==> src/rtl/fetch_sequencer.sv <==
// ---------------------------------------------------------------------------
// fetch_sequencer
//
// Purpose:
//    Instruction fetch sequencer. It issues one instruction-memory read at a
//    time, presents each returned word to decode, holds a word while decode
//    is stalled, and follows taken-branch redirects. A response that belongs
//    to a request made before a redirect is thrown away. A HLT in decode
//    parks the sequencer until reset.
//
// Ports:
//    clk            system clock, rising edge
//    rst_n          asynchronous active-low reset
//    stall          decode hazard hold; freezes the fetch stage
//    should_branch  taken-branch pulse from decode
//    branch_addr    redirect target (valid with should_branch)
//    halt           decode holds a HLT instruction
//    imem_valid     memory returns data for the pending request
//    imem_rd        memory read request
//    imem_addr      memory read address
//    f_valid        word presented to decode is live this cycle
//    f_pc           address of the word marked by f_valid (0 otherwise)
//    flush_D        invalidates the instruction currently in decode
//    halted         sequencer is parked in HALT
//    taken_cnt      saturating redirect counter (optional, see below)
//
// Configuration:
//    FETCH_BRANCH_CNT_EN  when defined, adds the taken_cnt output port and
//                         its redirect counter.
// ---------------------------------------------------------------------------
module fetch_sequencer #(
   parameter logic [15:0] RESET_VECTOR = 16'h0000
) (
   input  logic        clk,
   input  logic        rst_n,
   input  logic        stall,
   input  logic        should_branch,
   input  logic [15:0] branch_addr,
   input  logic        halt,
   input  logic        imem_valid,
   output logic        imem_rd,
   output logic [15:0] imem_addr,
   output logic        f_valid,
   output logic [15:0] f_pc,
   output logic        flush_D,
   output logic        halted
`ifdef FETCH_BRANCH_CNT_EN
   ,
   output logic [15:0] taken_cnt
`endif
);

   typedef enum logic [1:0] {
      IDLE,
      FETCH,
      HOLD,
      HALT
   } state_t;

   state_t      state_q, state_d;
   logic [15:0] fetch_pc_q, fetch_pc_d;
   // Address of the outstanding request. It only differs from fetch_pc
   // while a stale request is being drained after a redirect.
   logic [15:0] req_addr_q, req_addr_d;
   logic [15:0] hold_pc_q, hold_pc_d;
   logic        drop_q, drop_d;
   logic        flush_q, flush_d;
   logic        redirect;
   logic        halt_now;

`ifdef FETCH_BRANCH_CNT_EN
   logic [15:0] taken_cnt_q, taken_cnt_d;
`endif

   always_comb begin
      state_d    = state_q;
      fetch_pc_d = fetch_pc_q;
      req_addr_d = req_addr_q;
      hold_pc_d  = hold_pc_q;
      drop_d     = drop_q;
      flush_d    = 1'b0;
      f_valid    = 1'b0;

      // A branch seen under stall is ignored; decode presents it again.
      redirect = should_branch && !stall && (state_q == FETCH || state_q == HOLD);
      halt_now = halt && !stall && (state_q != HALT);

      case (state_q)
         IDLE: begin
            state_d    = FETCH;
            fetch_pc_d = RESET_VECTOR;
            req_addr_d = RESET_VECTOR;
            drop_d     = 1'b0;
         end
         FETCH: begin
            if (redirect) begin
               fetch_pc_d = branch_addr;
               flush_d    = 1'b1;
               // A word arriving with the redirect is simply discarded; if
               // the old request is still in flight its answer must be
               // drained before the target can be requested.
               if (imem_valid) begin
                  req_addr_d = branch_addr;
                  drop_d     = 1'b0;
               end else begin
                  drop_d     = 1'b1;
               end
            end else if (imem_valid) begin
               if (drop_q) begin
                  drop_d     = 1'b0;
                  req_addr_d = fetch_pc_q;
               end else if (stall) begin
                  hold_pc_d  = req_addr_q;
                  state_d    = HOLD;
               end else begin
                  f_valid    = 1'b1;
                  fetch_pc_d = fetch_pc_q + 16'd1;
                  req_addr_d = fetch_pc_q + 16'd1;
               end
            end
         end
         HOLD: begin
            f_valid = !redirect;
            if (redirect) begin
               state_d    = FETCH;
               fetch_pc_d = branch_addr;
               req_addr_d = branch_addr;
               flush_d    = 1'b1;
            end else if (!stall) begin
               state_d    = FETCH;
               fetch_pc_d = fetch_pc_q + 16'd1;
               req_addr_d = fetch_pc_q + 16'd1;
            end
         end
         HALT: begin
         end
         default: begin
            state_d = IDLE;
         end
      endcase

      // Halt outranks everything, including a same-cycle redirect.
      if (halt_now) begin
         state_d = HALT;
         flush_d = 1'b0;
         f_valid = 1'b0;
      end

`ifdef FETCH_BRANCH_CNT_EN
      taken_cnt_d = taken_cnt_q;
      if (redirect && !halt_now && taken_cnt_q != 16'hFFFF) begin
         taken_cnt_d = taken_cnt_q + 16'd1;
      end
`endif
   end

   always_ff @(posedge clk or negedge rst_n) begin
      if (!rst_n) begin
         state_q     <= IDLE;
         fetch_pc_q  <= RESET_VECTOR;
         req_addr_q  <= RESET_VECTOR;
         hold_pc_q   <= 16'h0000;
         drop_q      <= 1'b0;
         flush_q     <= 1'b0;
`ifdef FETCH_BRANCH_CNT_EN
         taken_cnt_q <= 16'h0000;
`endif
      end else begin
         state_q     <= state_d;
         fetch_pc_q  <= fetch_pc_d;
         req_addr_q  <= req_addr_d;
         hold_pc_q   <= hold_pc_d;
         drop_q      <= drop_d;
         flush_q     <= flush_d;
`ifdef FETCH_BRANCH_CNT_EN
         taken_cnt_q <= taken_cnt_d;
`endif
      end
   end

   assign imem_rd   = (state_q == FETCH);
   assign imem_addr = req_addr_q;
   assign f_pc      = f_valid ? ((state_q == HOLD) ? hold_pc_q : req_addr_q) : 16'h0000;
   assign flush_D   = flush_q;
   assign halted    = (state_q == HALT);

`ifdef FETCH_BRANCH_CNT_EN
   assign taken_cnt = taken_cnt_q;
`endif

endmodule
==> config.mk <==
export PLATFORM = sky130hd
export DESIGN_NAME = fetch_sequencer
export DESIGN_NICKNAME = d
export VERILOG_FILES = /design/src/rtl/fetch_sequencer.sv
export SDC_FILE = /design/constraint.sdc
export NUM_CORES = 1
export LEC_CHECK = 0
export ABC_CLOCK_PERIOD_IN_PS = 2830
export BUFFER_PORTS_ARGS = -buffer_cell sky130_fd_sc_hd__buf_2
export CELL_PAD_IN_SITES_DETAIL_PLACEMENT = 1
export CELL_PAD_IN_SITES_GLOBAL_PLACEMENT = 2
export CORE_MARGIN = 10
export CORE_UTILIZATION = 34
export DETAILED_ROUTE_END_ITERATION = 8
export HOLD_SLACK_MARGIN = 0.02
export PLACE_DENSITY = 0.78
export SKIP_LAST_GASP = 1
export SYNTH_ARGS = -nofsm -noshare
export SYNTH_HDL_FRONTEND = slang
export SYNTH_SLANG_ARGS = --single-unit
==> constraint.sdc <==
create_clock -name clk -period 2.83 [get_ports clk]
set_input_delay 0.566 -clock clk [delete_from_list [all_inputs] [get_ports clk]]
set_output_delay 0.566 -clock clk [all_outputs]
set_load 0.01 [all_outputs]
### After elaboration in Yosys (flattened, before gate mapping)

Cells that the tools add are included.
Widths: inputs -> output; s select.

| storage, ports and cells | value |
|---|---|
| output and inout port bits | 36 |
| flip-flop bits (word level) | 52 |
| word-level logic and storage cells | 74 |

| cells by class | value |
|---|---|
| bitwise gates (word level) | 2 |
| mux-type cells | 36 |
| add/sub/neg operators | 1 |
| reduce and logical (&&, ||, !) cells | 17 |
| eq/ne operators | 12 |

Operators with widths:

| kind | count |
|---|---|
| $mux 16 | 13 |
| $pmux 16 s3 | 2 |
| $ne 3x2->1 const B | 6 |
| $add 16x1->16 const B | 1 |
| $mux 2 | 7 |
| $mux 1 | 11 |
| $pmux 2 s3 | 1 |
| $reduce_and 6->1 | 1 |
| $reduce_and 5->1 | 1 |
| $eq 2x2->1 const B | 2 |
| $logic_and 1x1->1 | 4 |
| $ne 2x2->1 const B | 2 |
| $ne 4x4->1 const B | 1 |
| $pmux 1 s2 | 2 |
| $reduce_and 2->1 | 2 |
| $reduce_bool 4->1 | 1 |
| $reduce_and 3->1 | 1 |
| $reduce_bool 3->1 | 1 |
| $eq 2x1->1 const B | 1 |
| $logic_not 1->1 | 2 |
| $logic_not 2->1 | 1 |
| $not 1->1 | 2 |
| $reduce_bool 2->1 | 1 |
| $reduce_or 2->1 | 1 |
| $logic_or 1x1->1 | 1 |

### Depth between registers and ports, before layout

Gate-level depths: netlist of run 1.

| logic depth | value |
|---|---|
| word-level depth | 7 |
| mapped depth | 9 |
| depth with buffers taken out | 7 |

### Worst setup path before layout of run 1

No wires, ideal clock.

| path | value |
|---|---|
| path type | register to output |
| start point | reg state_q[1] |
| end point | out f_pc[10] |
| stages on the path, launching flop included | 9 |
| data required time | 2.264 ns |
| arrival | 1.771 ns |
| path slack | 0.493 ns |
| buffers on the path | 2 |
| path through | dfrtp_1 > inv_1 > ha_1 > buf_2 > nand2_1 > nor3_1 > o2111ai_1 > buf_2 > nor2_1 |

| between the ends | value |
|---|---|
| cells in the longest elaborated chain, start to end | 7 |

Ends and longest elaborated chain:

| what | RTL line | source |
|---|---|---|
| start, declared | 60 | `state_t state_q, state_d;` |
| start signal, assigned | 169 | `state_q <= state_d;` |
| $eq 2x1->1 * | -- |  |
| net imem_rd | 41 | `output logic imem_rd,` |
| $logic_or 1x1->1 | 85 | `redirect = should_branch && !stall && (state_q == FETCH \|\| state_q == HOLD);` |
| $logic_and 1x1->1 | 85 |  |
| $mux 1 / $logic_not 1->1 (equally long branches) | 96, 123 |  |
| $pmux 1 s2 * | 88 | `case (state_q)` |
| $mux 1 * | 143 | `if (halt_now) begin` |
| $mux 16 * | 183 | `assign f_pc = f_valid ? ((state_q == HOLD) ? hold_pc_q : req_addr_q) : 16'h0000;` |
| end, declared | 44 | `output logic [15:0] f_pc,` |

Mark *: on every way through the listed nets, which the timed path passes. The rest lies on a longest branch.

### Worst setup path after layout of run 1

| path | value |
|---|---|
| start point | reg state_q[1] |
| end point | out f_pc[6] |

| between the ends | value |
|---|---|
| cells in the longest elaborated chain, start to end | 7 |

Ends and longest elaborated chain:

| what | RTL line |
|---|---|
| $eq 2x1->1 / $eq 2x2->1 (equally long branches) | 85, 88, 183 |
| $logic_or 1x1->1 | 85 |
| $logic_and 1x1->1 | 85 |
| $mux 1 / $logic_not 1->1 (equally long branches) | 96, 123 |
| $pmux 1 s2 | 88 |
| $mux 1 | 143 |
| $mux 16 * | 183 |

Mark *: on every way between the ends. The rest lies on a longest branch, timed or not.

==> results of run 1 <==
[state kept, by name, indices dropped and copies added, names as in the netlist]
register	cells
fetch_pc_q	16
hold_pc_q	16
imem_addr	16
state_q	2
drop_q	1
flush_D	1
[cell families (layout without fill, tap and decap cells)]
| logic type | after synthesis | after routing | share of synthesized area |
|---|---|---|---|
| simple gates | 140 | 140 | 0.204 |
| fa+ha+maj | 5 | 5 | 0.0172 |
| buf+inv | 45 | 85 | 0.0606 |
| mux | 35 | 35 | 0.111 |
| compound gates | 136 | 136 | 0.237 |
| flops | 52 | 52 | 0.358 |
| xor+xnor | 5 | 5 | 0.0121 |
[cells in the final DEF, fill, tap and decap left out, types with 5 or more instances in the layout]
master	count
buf_2	57
dfrtp_1	52
nand2_1	47
nor2_1	40
o21ai_1	36
a21oi_1	23
o21ai_0	22
mux2i_1	19
mux2_4	9
nand3_1	9
buf_4	9
inv_1	7
mux2_1	7
a22o_1	7
a221oi_1	6
nor3_1	5
nand2b_1	5
and2_1	5
xnor2_1	5
ha_1	5
clkbuf_8	5
[routing by layer]
metal  track usage  vias up  share of wire
li1              -     1589              -
met1         0.225     1611           0.48
met2         0.250       78           0.45
met3        0.0296        8          0.060
met4        0.0357        0         0.0098
met5             0        -              0
[critical path: stages, from the launching register on]
cell	delay (ns)
dfrtp_1	0.42
inv_1	0.11
ha_1	0.30
nand2_1	0.12
nor3_1	0.17
o2111ai_1	0.14
buf_4	0.24
nor2_1	0.12
buf_2	0.14
[area by class of cell]
class                           count  area (um2)
Clock buffer                        6        72.6
Clock inverter                      2        16.3
Fill cell                        1273        6270
Inverter                            9        33.8
Multi-Input combinational cell    321        2110
Sequential cell                    52        1300
Tap cell                          136         170
Timing Repair Buffer               68         393
[worst max path at each step]
| stage | from | to | slack [ns] |
|---|---|---|---|
| after global placement | stall | hold_pc_q[14] | 0.49 |
| after detailed placement | state_q[1] | imem_addr[3] | 0.46 |
| after floorplan | state_q[1] | f_pc[10] | 0.49 |
| after CTS | state_q[1] | f_pc[6] | 0.18 |
| final | state_q[1] | f_pc[6] | 0.18 |
| after global routing | state_q[1] | f_pc[5] | 0.01 |
[power by group through the flow]
stage               Sequential (mW)  Clock (mW)  Combinational, mW
floorplan                      1.15           0               1.32
global placement               1.28           0               1.72
CTS                            1.29       0.470               1.77
detailed placement             1.31           0               1.76
global route                   1.34       0.503               1.96
finish                         1.29       0.449               1.77
[per-stage QoR]
step	hold slack (ns)	instances	total power [mW]
final	0.287	594	3.51
after global routing	0.333	594	3.81
after CTS	0.302	594	3.53
after detailed placement	0.485	586	3.07
after global placement	0.473	586	3.00
after floorplan	0.270	418	2.47
==> metrics.yaml, run 1 <==
run_status:
  outcome: "finished clean"
logic_synthesis:
  ys.flop_type: "dfrtp_1"
  synth_top_area_cell: "dfrtp_1"
  async_flop_share: 1.00
  syn-cell-area_um2: 3630
  synth_top_area_frac: 0.358
  ys_top_cells_by_count: "52 x dfrtp_1, 47 x nand2_1, 40 x nor2_1"
  synth.most_common_cell: "dfrtp_1"
  ys_types: 58
  postSynthCellCount: 418
  synthTopCellsByArea: "dfrtp_1 36%, mux2i_1 5.2%, o21ai_1 5.0%"
  ys_ff_latch: 52
  postSynthAreaPerCell_um2: 8.69
  yosysWarningCount: 0
  ys_seq_area_frac: 0.358
  syn-num-nets: 445
  synth_edf_count: 0
global_routing:
  gr-usage-all-layers: 0.160
  antenna_found_initial: 0
  grt_pass1_wl_mm: 19.5
  overflow: 0
  grt_max_degree: 39
  grt_pass1_vias: 3365
drt:
  wl_mm: 12.1
  avgRoutedWirePerCell_um: 20.3
  postRouteAntennaNets: 0
  firstDrtPassIters: 5
  via_per_inst: 5.53
  drtIter0Drc: 169
  vias: 3286
  drc: 0
clock_network:
  cts_resized: 0
  numCtsBuffers: 5
  clockBufferDepth: 2
  insertion_delay_ns: 0.31
  cts-root-buf: "clkbuf_8"
  clkTransAtPathRegs_ns: 0.10
  clock_sinks: 52
  cts_hold_buffers: 0
  cts_setup_buffers: 0
  htreeDepth: 2
  cts_tree: "yes"
place:
  gp_congestion: 0.844
  placed_area_um2: 4010
  dp_hpwl_mm: 8.87
  io_buffer_count: 57
  pre_cts_slack_ns: 0.457
setup_path:
  critPathCaptureType: "primary output"
  r2r_start: "state_q[1]"
  rrSetupSlack_ns: 0.44
  ff2ff_path_depth: 8
  worst_setup_path_start_kind: "register"
  crit_arrival_ns: 2.08
  crit_path_max_fanout: 17
  crit_type: "register to primary output"
  reg2reg_to: "imem_addr[3]"
  cp.required_ns: 2.26
power:
  power.switching_mw: 1.69
  pwr-share-comb: 0.504
  p_sw_frac: 0.482
  p_leak_nw: 1.84
  pwr-share-seq: 0.368
  p_per_area_nw_per_um2: 857
  ir_drop_v: 0.000284
  pwr-share-clk: 0.128
  intPower_mw: 1.82
floorplan:
  initial_core_util: 0.350
  rows: 37
  ioPinCount: 58
  design.core.area_um2: 10400
  die_h_um: 123
  die_x_um: 123
  dieArea_um2: 15200
sta:
  max_freq_ghz: 0.378
  setup_viol: 0
  final.period_utilization: 0.936
  final_hold_viol_count: 0
  setup_slack_ns: 0.181
  fin_skew_ns: 0.00375
  maxSlewHeadroom: 0.428
  tightest_slew_ns: 0.858
  grt_setup_unrepaired: "no"
  fin_setup_tns_ns: 0
  post-route-min-period_ns: 2.65
  finalMaxSlewViolations: 0
layout:
  layout.nets: 484
  syn_to_final_growth_pct: 12.8
  final_cell_area_um2: 4100
  antennaDiodeCount: 0
  utilization: 0.395
  drive_above_1_share: 0.216
worst_hold_path:
  hold_class: "primary input to asynchronous set/reset pin"
run:
  maxCapViolations: 0
Power figures use the tool's default switching activity.
==> inputs of run 2 (changes only) <==
REMOVE_ABC_BUFFERS = 1   (was unset)
==> metrics.yaml, run 2 (synthesis gave the netlist of run 1 again) <==
run_status:
  outcome: "finished clean"
power:
  p_sw_frac: 0.485
  p_per_area_nw_per_um2: 856
  pwr-share-clk: 0.121
  pwr-share-seq: 0.369
  p_leak_nw: 1.85
  intPower_mw: 1.80
  ir_drop_v: 0.000266
  power.switching_mw: 1.70
  total_power_mw: 3.50
  pwr-share-comb: 0.510
layout:
  final_common_cell: "buf_2"
  antennaDiodeCount: 0
  multi_input_comb_area_um2: 2110
  syn_to_final_growth_pct: 12.5
  drive_above_1_share: 0.222
  layout_common_cells: "57 x buf_2, 52 x dfrtp_1, 47 x nand2_1"
  layout.area.seq_um2: 1300
  layout.nets: 487
  num-fill-cells: 1255
worst_hold_path:
  hold_class: "primary input to asynchronous set/reset pin"
sta:
  setup_viol: 0
  fin_skew_ns: 0.00574
  tightest_slew_ns: 0.888
  whs_ns: 0.368
  maxSlewHeadroom: 0.405
  post-route-min-period_ns: 2.65
  max_freq_ghz: 0.377
  finalMaxSlewViolations: 0
  fin_setup_tns_ns: 0
  grt_setup_unrepaired: "no"
  final.period_utilization: 0.938
  final_hold_viol_count: 0
global_routing:
  antenna_found_initial: 0
  overflow: 0
  grt_pass1_vias: 3512
  grt_max_degree: 53
  gr-usage-all-layers: 0.162
  grt_pass1_wl_mm: 19.5
clock_network:
  clock_sinks: 52
  cts_hold_buffers: 0
  htreeDepth: 2
  clkTransAtPathRegs_ns: 0.10
  cts_tree: "yes"
  cts_resized: 0
  numCtsBuffers: 5
  cts-root-buf: "clkbuf_8"
  cts_setup_buffers: 0
  insertion_delay_ns: 0.30
  clockBufferDepth: 2
floorplan:
  ioPinCount: 58
  initial_core_util: 0.350
  die_h_um: 123
  die_x_um: 123
  rows: 37
  dieArea_um2: 15200
  design.core.area_um2: 10400
drt:
  firstDrtPassIters: 4
  drtIter0Drc: 219
  avgRoutedWirePerCell_um: 20.4
  via_per_inst: 5.65
  wl_mm: 12.2
  postRouteAntennaNets: 0
  vias: 3370
  drc: 0
setup_path:
  crit_path_max_fanout: 16
  worst_setup_path_start_kind: "register"
  cp.required_ns: 2.26
  worst_path_max_delay_cell: "ha_1"
  critPathCaptureType: "primary output"
  slowest_delay_ns: 0.54
  crit_arrival_ns: 2.09
  crit_type: "register to primary output"
  crit_chain: "inv_1, ha_1, o2111ai_1, buf_4, nor2_1, buf_2"
place:
  dp_hpwl_mm: 8.72
  gp_congestion: 0.830
  io_buffer_count: 57
run:
  maxCapViolations: 0
-- run 2: final timing paths --
| path | from | cells past startpoint | endpoint | slack, ns |
|---|---|---|---|---|
| max in group asynchronous | rst_n | 2 | hold_pc_q[4] | 1.99 |
| min | rst_n | 2 | fetch_pc_q[2] | 0.37 |
| min in group clk | halt | 2 | flush_D | 0.47 |
| max reg2reg | state_q[1] | 8 | imem_addr[3] | 0.48 |
| min reg2reg | hold_pc_q[13] | 1 | hold_pc_q[13] | 0.50 |
| max | state_q[0] | 6 | f_pc[11] | 0.18 |
-- run 2: area by class of cell --
class	count	area share
clock buffers	5	0.0168
clock inverters	2	0.00306
inverters	9	0.00826
multi-input cells	321	0.517
flip-flops and latches	52	0.318
well taps	136	0.0416
repair buffers	71	0.0955
-- run 2: critical path, delay by kind of cell (launching register included) --
family	cells	cell delay, ns
buffers and inverters	3	0.48
DFF	1	0.42
AOI/OAI and AO/OA	1	0.21
and+or+nand+nor	1	0.12
adders and majority gates	1	0.54
-- run 2: layer usage --
layer	wire length [um]	track usage
met5	0	0
met2	5770	0.272
met4	108	0.0349
met3	598	0.0228
met1	5680	0.215
-- run 2: power by group through the flow --
stage	logic [mW]	clock network [mW]	registers, mW
5_1_grt	1.98	0.475	1.34
3_3_place_gp	1.74	0	1.27
2_1_floorplan	1.13	0	1.22
3_5_place_dp	1.79	0	1.30
6_report	1.78	0.424	1.29
4_1_cts	1.79	0.446	1.29
-- run 2: stage by stage --
step / worst slack, ns / instance area (um2) / cells / utilization
final: 0.176 / 4090 / 596 / 0.394
after global routing: 0.00848 / 4090 / 596 / 0.394
after CTS: 0.169 / 4090 / 596 / 0.394
after detailed placement: 0.518 / 4010 / 589 / 0.386
after global placement: 0.512 / 4010 / 589 / 0.386
after floorplan: 0.0779 / 3450 / 382 / -
==> inputs of run 3 (changes only) <==
CORE_UTILIZATION = 35   (was 34)
CTS_BUF_LIST = sky130_fd_sc_hd__clkbuf_4   (was unset)
PLACE_DENSITY = 0.8   (was 0.78)
==> metrics.yaml, run 3 (synthesis gave the netlist of run 1 again) <==
sta:
  final_hold_viol_count: 0
  tightest_slew_ns: 0.851
  post-route-min-period_ns: 2.66
  fin_skew_ns: 0.00957
  final.period_utilization: 0.941
  finalMaxSlewViolations: 0
  fin_setup_tns_ns: 0
  setup_viol: 0
  grt_setup_unrepaired: "no"
  max_freq_ghz: 0.375
  maxSlewHeadroom: 0.432
  whs_ns: 0.279
setup_path:
  critPathCaptureType: "primary output"
  ff2ff_path_depth: 7
  slowest_delay_ns: 0.47
  reg2reg_to: "imem_addr[5]"
  crit_arrival_ns: 2.10
  r2r_start: "state_q[0]"
  path_depth: 7
  cp_common_cell: "nor2_1"
  crit_type: "register to primary output"
  cp.required_ns: 2.26
  worst_path_max_delay_cell: "dfrtp_1"
  worst_setup_path_start_kind: "register"
  rrSetupSlack_ns: 0.56
  crit_path_max_fanout: 16
  crit_chain: "ha_1, nor2_1, nand2_1, o2111ai_1, buf_4, nor2_1, buf_2"
  crit_buf_inv: 2
  cpLargestDelayFamily: "flip-flops"
  critPathLaunch: "state_q[0]"
  endpoint: "f_pc[10]"
global_routing:
  grt_max_degree: 53
  overflow: 0
  gr-usage-all-layers: 0.165
  grt_pass1_wl_mm: 20.0
  grt_pass1_vias: 3586
  antenna_found_initial: 2
layout:
  layout_common_cells: "57 x buf_2, 52 x dfrtp_1, 47 x nand2_1"
  final_common_cell: "buf_2"
  multi_input_comb_area_um2: 2140
  drive_above_1_share: 0.226
  num-fill-cells: 1242
  layout.area.seq_um2: 1300
  layout.nets: 486
  syn_to_final_growth_pct: 12.5
worst_hold_path:
  hold_class: "primary input to asynchronous set/reset pin"
run:
  maxCapViolations: 0
power:
  intPower_mw: 1.78
  p_sw_frac: 0.488
  p_leak_nw: 1.83
  power.switching_mw: 1.70
  pwr-share-comb: 0.523
  pwr-share-clk: 0.105
  p_per_area_nw_per_um2: 849
  ir_drop_v: 0.000345
  pwr-share-seq: 0.372
clock_network:
  cts-root-buf: "clkbuf_4"
  cts_hold_buffers: 0
  cts_tree: "yes"
  clock_sinks: 52
  insertion_delay_ns: 0.39
  clockBufferDepth: 2
  htreeDepth: 2
  clkTransAtPathRegs_ns: 0.16
  numCtsBuffers: 5
floorplan:
  ioPinCount: 58
  dieArea_um2: 14900
  die_x_um: 122
  rows: 37
  design.core.area_um2: 10200
  initial_core_util: 0.355
  die_h_um: 122
drt:
  drtIter0Drc: 191
  wl_mm: 12.2
  postRouteAntennaNets: 0
  vias: 3373
  drc: 0
  avgRoutedWirePerCell_um: 20.4
  via_per_inst: 5.64
  firstDrtPassIters: 5
place:
  io_buffer_count: 57
  gp_congestion: 0.832
  dp_hpwl_mm: 8.69
run_status:
  outcome: "finished clean"
-- run 3: worst min-delay path by stage --
stage                  start       endpoint  slack, ns  cells past startpoint
6_report               rst_n   imem_addr[3]       0.28                      2
3_3_place_gp   hold_pc_q[12]  hold_pc_q[12]       0.47                      1
3_5_place_dp   hold_pc_q[12]  hold_pc_q[12]       0.48                      1
2_1_floorplan          rst_n         drop_q       0.27                      0
4_1_cts                rst_n  fetch_pc_q[2]       0.32                      2
5_1_grt                rst_n  fetch_pc_q[6]       0.37                      2
-- run 3: per-stage QoR --
stage	total power, mW	std cells	setup slack, ns	area [um2]	util
finish	3.47	598	0.166	4090	0.400
global route	3.77	598	0.00426	4090	0.400
CTS	3.45	596	0.0534	4060	0.396
detailed placement	3.08	588	0.321	4000	0.391
global placement	3.01	588	0.365	4000	0.391
floorplan	2.35	382	0.0779	3450	-
-- run 3: cell type report --
cell class	count	share of cell area
Antenna cell	2	0.00122
Clock buffer	6	0.0110
Clock inverter	2	0.00275
Inverter	9	0.00826
Multi-Input combinational cell	321	0.523
Sequential cell	52	0.318
Tap cell	136	0.0416
Timing Repair Buffer	70	0.0936
-- run 3: power by group through the flow --
| stage | sequential (mW) | clock, mW | combinational, mW |
|---|---|---|---|
| 2_1_floorplan | 1.22 | 0 | 1.13 |
| 3_5_place_dp | 1.30 | 0 | 1.78 |
| 4_1_cts | 1.29 | 0.376 | 1.78 |
| 5_1_grt | 1.34 | 0.402 | 2.03 |
| 3_3_place_gp | 1.28 | 0 | 1.73 |
| 6_report | 1.29 | 0.364 | 1.82 |
-- run 3: repair_timing --
| action | in CTS | in global routing |
|---|---|---|
| setup endpoints to repair | 0 | 16 |
| buffers inserted | 0 | 0 |
| resized for setup | 0 | 5 |
-- run 3: routing by layer --
layer	vias to the layer above	global-route usage	share of wire
li1	1600	-	-
met1	1686	0.218	0.45
met2	74	0.274	0.49
met3	13	0.0245	0.048
met4	0	0.0507	0.015
met5	-	0	0
